==> src/rtl/dmem_arbiter.sv <==
// Round-robin arbiter for the shared data port of the I/D memory, with locked
// multi-beat ownership, a lock timeout, and per-master read-return tracking.
module dmem_arbiter #(
   parameter int WIDTH    = 16,
   parameter int DEPTH    = 1024,
   parameter int RD_LAT   = 1,
   parameter int MAX_LOCK = 15,
   localparam int AW      = $clog2(DEPTH)
) (
   input  logic             clock,
   input  logic             reset,
   input  logic             m0_req,
   input  logic             m0_we,
   input  logic             m0_lock,
   input  logic [AW-1:0]    m0_addr,
   input  logic [WIDTH-1:0] m0_wdata,
   output logic             m0_ready,
   output logic             m0_rvalid,
   output logic [WIDTH-1:0] m0_rdata,
   input  logic             m1_req,
   input  logic             m1_we,
   input  logic             m1_lock,
   input  logic [AW-1:0]    m1_addr,
   input  logic [WIDTH-1:0] m1_wdata,
   output logic             m1_ready,
   output logic             m1_rvalid,
   output logic [WIDTH-1:0] m1_rdata,
   output logic             mem_we,
   output logic [AW-1:0]    mem_addr,
   output logic [WIDTH-1:0] mem_wdata,
   input  logic [WIDTH-1:0] mem_rdata,
   output logic             lock_timeout
);

   // state | meaning
   // IDLE  | no owner; round-robin between requesters, rr_ptr breaks ties
   // OWN0  | master 0 holds a lock; master 1 is stalled
   // OWN1  | master 1 holds a lock; master 0 is stalled

   localparam int LCW = (MAX_LOCK > 1) ? $clog2(MAX_LOCK) : 1;
   localparam logic [LCW-1:0] LOCK_LAST = LCW'(MAX_LOCK - 1);

   typedef enum logic [1:0] {IDLE, OWN0, OWN1} state_t;

   state_t            state;
   logic              rr_ptr;
   logic [LCW-1:0]    lock_cnt;
   logic [RD_LAT-1:0] rd_vld;
   logic [RD_LAT-1:0] rd_id;

   logic grant0, grant1, grant, gid, g_we, g_lock, owner;

   // Grant depends only on requests, state and rr_ptr, never on ready.
   always_comb begin
      grant0 = 1'b0;
      grant1 = 1'b0;
      case (state)
         IDLE: begin
            grant0 = m0_req & (~m1_req | ~rr_ptr);
            grant1 = m1_req & (~m0_req | rr_ptr);
         end
         OWN0:    grant0 = m0_req;
         OWN1:    grant1 = m1_req;
         default: ;
      endcase
   end

   assign grant  = grant0 | grant1;
   assign gid    = grant1;
   assign g_we   = grant1 ? m1_we   : m0_we;
   assign g_lock = grant1 ? m1_lock : m0_lock;
   assign owner  = (state == OWN1);

   assign m0_ready  = grant0;
   assign m1_ready  = grant1;
   assign mem_we    = grant & g_we;
   assign mem_addr  = grant1 ? m1_addr  : m0_addr;
   assign mem_wdata = grant1 ? m1_wdata : m0_wdata;

   assign m0_rvalid = rd_vld[RD_LAT-1] & ~rd_id[RD_LAT-1];
   assign m1_rvalid = rd_vld[RD_LAT-1] &  rd_id[RD_LAT-1];
   assign m0_rdata  = mem_rdata;
   assign m1_rdata  = mem_rdata;

   always_ff @(posedge clock) begin
      if (reset) begin
         state        <= IDLE;
         rr_ptr       <= 1'b0;
         lock_cnt     <= '0;
         lock_timeout <= 1'b0;
         rd_vld       <= '0;
         rd_id        <= '0;
      end else begin
         lock_timeout <= 1'b0;
         case (state)
            IDLE: begin
               if (grant) begin
                  if (g_lock) begin
                     state    <= gid ? OWN1 : OWN0;
                     lock_cnt <= '0;
                  end else begin
                     rr_ptr <= ~gid;
                  end
               end
            end
            OWN0, OWN1: begin
               // A releasing beat wins over the timeout, so no pulse then.
               if (grant && !g_lock) begin
                  state    <= IDLE;
                  rr_ptr   <= ~owner;
                  lock_cnt <= '0;
               end else if (lock_cnt == LOCK_LAST) begin
                  state        <= IDLE;
                  rr_ptr       <= ~owner;
                  lock_cnt     <= '0;
                  lock_timeout <= 1'b1;
               end else begin
                  lock_cnt <= lock_cnt + LCW'(1);
               end
            end
            default: state <= IDLE;
         endcase

         rd_vld[0] <= grant & ~g_we;
         rd_id[0]  <= gid;
         for (int i = 1; i < RD_LAT; i++) begin
            rd_vld[i] <= rd_vld[i-1];
            rd_id[i]  <= rd_id[i-1];
         end
      end
   end

endmodule

==> config.mk <==
export PLATFORM = sky130hd
export DESIGN_NAME = dmem_arbiter
export DESIGN_NICKNAME = d
export VERILOG_FILES = /design/src/rtl/dmem_arbiter.sv
export SDC_FILE = /design/constraint.sdc
export NUM_CORES = 1
export LEC_CHECK = 0
export CAP_MARGIN = 20
export CORE_AREA = 4 4 75 77
export DETAILED_ROUTE_END_ITERATION = 12
export DIE_AREA = 0 0 79 81
export PLACE_DENSITY = 0.78
export REMOVE_ABC_BUFFERS = 1
export SLEW_MARGIN = 20
export SYNTH_ARGS = -nofsm -noshare
export SYNTH_HDL_FRONTEND = slang
export SYNTH_SLANG_ARGS = --single-unit
export TNS_END_PERCENT = 5
==> constraint.sdc <==
create_clock -name clock -period 1.9 [get_ports clock]
set_input_delay 0.285 -clock clock [delete_from_list [all_inputs] [get_ports clock]]
set_output_delay 0.285 -clock clock [all_outputs]
set_load 0.01 [all_outputs]
== After elaboration in Yosys (flattened, before gate mapping) ==
Index checks and enable logic that the tools add are counted.

* Bits in registers: 10
* Input port bits: 76
* Output and inout port bits: 64
* Logic and storage cells: 63

* $add $sub $neg: 1
* Eq/ne operators: 7
* Multiplexer cells: 23
* Bitwise gates (word level): 17
* Reduce and logical (&&, ||, !) cells: 9

{| class="wikitable"
|+ Operator list
! kind !! count
|-
| 16-bit two-way mux || 1
|-
| 4-bit two-way mux || 4
|-
| 10-bit two-way mux || 1
|-
| 2-bit two-way mux || 5
|-
| 1-bit NOT || 8
|-
| 4-bit one-hot mux with 2 select lines || 1
|-
| 1-bit two-way mux || 7
|-
| 1-bit AND || 6
|-
| 2-bit inequality test (second input constant) || 3
|-
| 1-bit one-hot mux with 2 select lines || 3
|-
| 3-bit AND reduction || 2
|-
| 4-bit by 1-bit adder with 4-bit output (second input constant) || 1
|-
| 4-bit equality test (second input constant) || 1
|-
| 2-bit one-hot mux with 2 select lines || 1
|-
| 4-bit AND reduction || 1
|-
| 3-bit inequality test (second input constant) || 1
|-
| 1-bit OR || 3
|-
| 3-bit OR reduction || 1
|-
| 2-bit by 1-bit equality test with 1-bit output (second input constant) || 1
|-
| 2-bit equality test (second input constant) || 1
|-
| 2-bit logical NOT || 1
|-
| 2-bit nonzero test || 1
|-
| 2-bit OR reduction || 1
|-
| 1-bit logical AND || 1
|-
| 1-bit logical NOT || 1
|}

== Longest topological paths before layout ==
* Depth after elaboration: 9
* Gate-level depth with buffers: 11
* Depth with buffers taken out: 9

== Worst setup path after synthesis ==
Ideal clock, no wire load.

* Path type: register to output
* Start point: register state[0]
* End point: output port mem_wdata[10]
* Arrival time: 1.811 ns
* Required time: 1.615 ns
* Path slack: -0.196 ns
* Stages on the path, launching flop included: 10
* Path through: dfxtp_1 -> inv_1 -> ha_1 -> nor3b_1 -> or2_1 -> buf_6 -> clkbuf_1 -> clkbuf_1 -> nand2_1 -> nand2_1

* Word-level cells in the longest chain between the ends: 3

{| class="wikitable"
|+ Ends and longest elaborated chain
! what !! line !! text
|-
| from (decl) || 45 || <nowiki>state_t state;</nowiki>
|-
| from (signal assigned) || 99 || <nowiki>state <= gid ? OWN1 : OWN0;</nowiki>
|-
| 2-bit equality test / 2-bit logical NOT (equally long branches) || 57 || <nowiki>case (state)</nowiki>
|-
| 1-bit one-hot mux with 2 select lines (*) || 57 ||
|-
| 16-bit two-way mux (*) || 78 || <nowiki>assign mem_wdata = grant1 ? m1_wdata : m0_wdata;</nowiki>
|-
| to (decl) || 30 || <nowiki>output logic [WIDTH-1:0] mem_wdata,</nowiki>
|}

Mark *: on every way between the ends. The rest lies on a longest branch, timed or not.

== Worst setup path after layout ==
* Start point: register state[0]
* End point: register lock_cnt[3]

* Word-level cells in the longest chain between the ends: 7

{| class="wikitable"
|+ Ends and longest elaborated chain
! what !! line !! text
|-
| 2-bit equality test / 2-bit logical NOT (equally long branches) || 57, 95 ||
|-
| 1-bit one-hot mux with 2 select lines || 57 ||
|-
| 1-bit two-way mux || 71 || <nowiki>assign g_lock = grant1 ? m1_lock : m0_lock;</nowiki>
|-
| 1-bit logical NOT || 108 || <nowiki>if (grant && !g_lock) begin</nowiki>
|-
| 1-bit logical AND || 108 ||
|-
| 4-bit two-way mux || 108 ||
|-
| 4-bit one-hot mux with 2 select lines || 95 || <nowiki>case (state)</nowiki>
|-
| to (signal assigned) || 118 || <nowiki>lock_cnt <= lock_cnt + LCW'(1);</nowiki>
|-
| to (decl) || 47 || <nowiki>logic [LCW-1:0] lock_cnt;</nowiki>
|}

Several ways; a longest one is shown, not always the timed one.
A chain may end at the register's enable or synchronous reset.

==> flow_summary_export.csv <==
group,metric,value,unit
power,switching_share,39.71,%
timing,hold_viol_final,0,
power,p_switching,1.040,mW
timing,finalCritPeriodShare,110.3,%
setup_path,cp-start-kind,"flip-flop",
setup_path,slowest_delay,0.39,ns
setup_path,crit_required,2.06,ns
floorplan,die-area,6399,um^2
power,p_total,2.618,mW
synthesis,synth.area.top_cells,"nand2_1 27%, buf_4 20%, dfxtp_1 16%, ha_1 6.1%, nor2_1 2.8%",
power,combPwrFrac,79.5,%
synthesis,synth.top_cell.area_share,27.02,%
synthesis,yosysTopAreaCell,"nand2_1",
clock_network,cts_tree,"yes",
detailed_routing,detail-route-antenna-nets,0,
global_routing,grt_pass1_vias,1463,
placed_design,port_buffers,91,
power,power_frac_seq,10.7,%
floorplan,core.rowCount,26,
setup_path,path_cells,"inv_2, buf_6, ha_4, buf_4, a31o_4, a311o_1, buf_6, or2_4, o22a_1, a21oi_1",
setup_path,worstReg2RegStart,"state[0]",
run_status,violations,"setup timing",
setup_path,critPathLaunch,"state[0]",
timing,fmax,0.4773,GHz
global_routing,antenna_found_initial,0,
floorplan,chipWidth,79,um
clock_network,numCtsBuffers,3,
setup_path,crit_top_cell,"buf_6",
power,clockPowerShare,9.8,%
placed_design,place_ws,-0.6215,ns
synthesis,synth.distinct_cells,29,
floorplan,core,5010,um^2
timing,relSlewSlack,76.22,%
timing,skew,0.003539,ns
cells_and_area,layout_common_cells,"87 x nand2_1, 62 x clkdlybuf4s50_1, 18 x buf_4",
synthesis,syn_inst,204,
synthesis,synth_warnings,0,
detailed_routing,vias,1584,
power,peakVddDrop,0.0007723,V
worst_hold_path,hp-start,"state[1]",
timing,setup-violations-final,37,
setup_path,reg2reg_slack,-0.20,ns
global_routing,track_usage,15.24,%
worst_hold_path,holdPathStages,2,
setup_path,arrival,2.26,ns
setup_path,worst_path_max_delay_cell,"a311o_1",
flow_run,cap_violations,0,
timing,slew_violations,0,
synthesis,synth_area,1222,um^2
synthesis,avgSynthCellArea,5.992,um^2
detailed_routing,firstDrtPassIters,4,
timing,setup_ws,-0.1951,ns
clock_network,clk_pin_slew,0.05,ns
setup_path,cp_max_fo,4,
detailed_routing,wl_per_cell,14.05,um
detailed_routing,drt_wl_total,4975,um
setup_path,criticalPathCategory,"reg -> reg",
global_routing,use_met2,22.31,%
detailed_routing,viasPerCell,4.475,
cells_and_area,syn_to_final_growth,86.69,%
power,power.density,1147,nW/um^2
clock_network,clock_tree.root_cell,"clkbuf_8",
global_routing,grt_pass1_wl,7576,um
cells_and_area,fin_nets,367,
setup_path,rr_worst_depth,10,
clock_network,clockBufferDepth,2,
clock_network,hold_buffers,0,
timing,layout_min_cycle_time,2.095,ns
clock_network,cts_max_level,1,
floorplan,die_y,81,um
global_routing,met3_usage,11.31,%
cells_and_area,drive_above_1_share,25.00,%
clock_network,clkLatencyLatePin,0.23,ns
run_status,outcome,"finished, violations left",
clock_network,clock-sinks,10,
setup_path,worstReg2RegEnd,"lock_cnt[3]",
floorplan,boundaryPins,140,
power,intPower,1.578,mW
setup_path,cp-end-kind,"flip-flop",
timing,rsz0062_at_grt,"yes",
global_routing,gr-total-overflow,0,
placed_design,post-dp-hpwl,3899,um
timing,worstMarginPinSlew,0.3556,ns
power,p_leak,1.043,nW
cells_and_area,final_common_cell,"nand2_1",
placed_design,gp_congestion,0.8143,
synthesis,yosys_register_bits,10,
detailed_routing,drt_iter0_drc,27,
worst_hold_path,min_to,"state[1]",
floorplan,start_util,24.40,%
global_routing,busiest_layer,"met2",
cells_and_area,diodes,0,
global_routing,grt_max_degree,16,
detailed_routing,drc,0,
synthesis,ys_seq_area_share,16.38,%
global_routing,grtUsageMet1,18.01,%
worst_hold_path,min-delay-path-class,"reg -> reg",
## state kept, by name (all words and copies together), names as in the netlist
name / cells
rd_vld: 1
lock_timeout: 1
lock_cnt: 4
rr_ptr: 1
state: 2
rd_id: 1
## cell usage after synthesis
master / number
nand2_1: 88
buf_4: 33
dfxtp_1: 10
nor2_1: 9
clkbuf_1: 7
inv_1: 7
a21oi_1: 6
ha_1: 6
o21ai_0: 5
nor3_1: 4
or3_1: 3
a31oi_1: 2
and2_1: 2
and3_1: 2
mux2i_1: 2
nand4_1: 2
nor2b_1: 2
nor3b_1: 2
or2_1: 2
a21o_1: 1
a311o_1: 1
a31o_2: 1
buf_1: 1
buf_6: 1
nand3_1: 1
nand4b_1: 1
o21ai_2: 1
o22a_1: 1
o22ai_1: 1
## power groups by stage
stage	clock, mW	sequential (mW)	combinational [mW]
3_5_place_dp	0	0.276	1.81
3_3_place_gp	0	0.275	1.79
6_report	0.258	0.280	2.08
4_1_cts	0.266	0.279	2.03
5_1_grt	0.278	0.285	2.28
2_1_floorplan	0	0.272	0.807
## logic make-up after synthesis
family | share of synthesized area [%]
adders and majority gates | 6.141
AOI/OAI and AO/OA | 9.622
muxes | 1.638
buffers and inverters | 25.79
DFF | 16.38
and+or+nand+nor | 40.43
## through the flow
stage          cells  hold WS, ns  TNS [ns]  instance area (um^2)  utilization, %
5_1_grt          354       0.5383    -8.269                  2282           45.55
6_report         354       0.5088    -4.680                  2282           45.55
3_3_place_gp     343       0.4894    -18.45                  2082           41.56
3_5_place_dp     343       0.5036    -19.56                  2082           41.56
2_1_floorplan    162       0.3541    -26.23                 933.4               -
4_1_cts          353       0.4970    -4.596                  2257           45.05
## repair_timing
action	in CTS	in global routing
pin swaps	8	3
buffers inserted	5	1
cloned	2	0
setup endpoints to repair	36	37
resized for setup	122	5
## critical path, delay by kind of cell (launching register included)
| family | cells | cell delay [ns] |
|---|---|---|
| AO/OA/AOI/OAI | 4 | 0.89 |
| buffers and inverters | 4 | 0.43 |
| flip-flops | 1 | 0.32 |
| AND/OR/NAND/NOR | 1 | 0.22 |
| adder cells (fa/ha/maj) | 1 | 0.15 |
## worst max path at each step
stage               slack, ns  depth (start not counted)     endpoint
floorplan               -0.99                          9       rr_ptr
global placement        -0.60                          8  mem_addr[4]
detailed placement      -0.62                          8  mem_addr[4]
CTS                     -0.18                          9  lock_cnt[3]
global route            -0.31                         10     state[0]
finish                  -0.20                         10  lock_cnt[3]
## routing by layer
layer | share of wire (%) | routed length [um]
met5 | 1.2 | 58
met4 | 0.20 | 10
met3 | 18 | 916
met2 | 41 | 2063
met1 | 39 | 1926
## final cells by class
type / instances / area, um^2
clock buffer: 4 / 55.05
inverter: 7 / 31.28
multi-input combinational: 145 / 769.5
timing repair buffer: 118 / 1136
sequential: 10 / 202.7
tap: 70 / 87.58
fill: 528 / 2728
No activity file was read; power rests on OpenSTA's default activity.
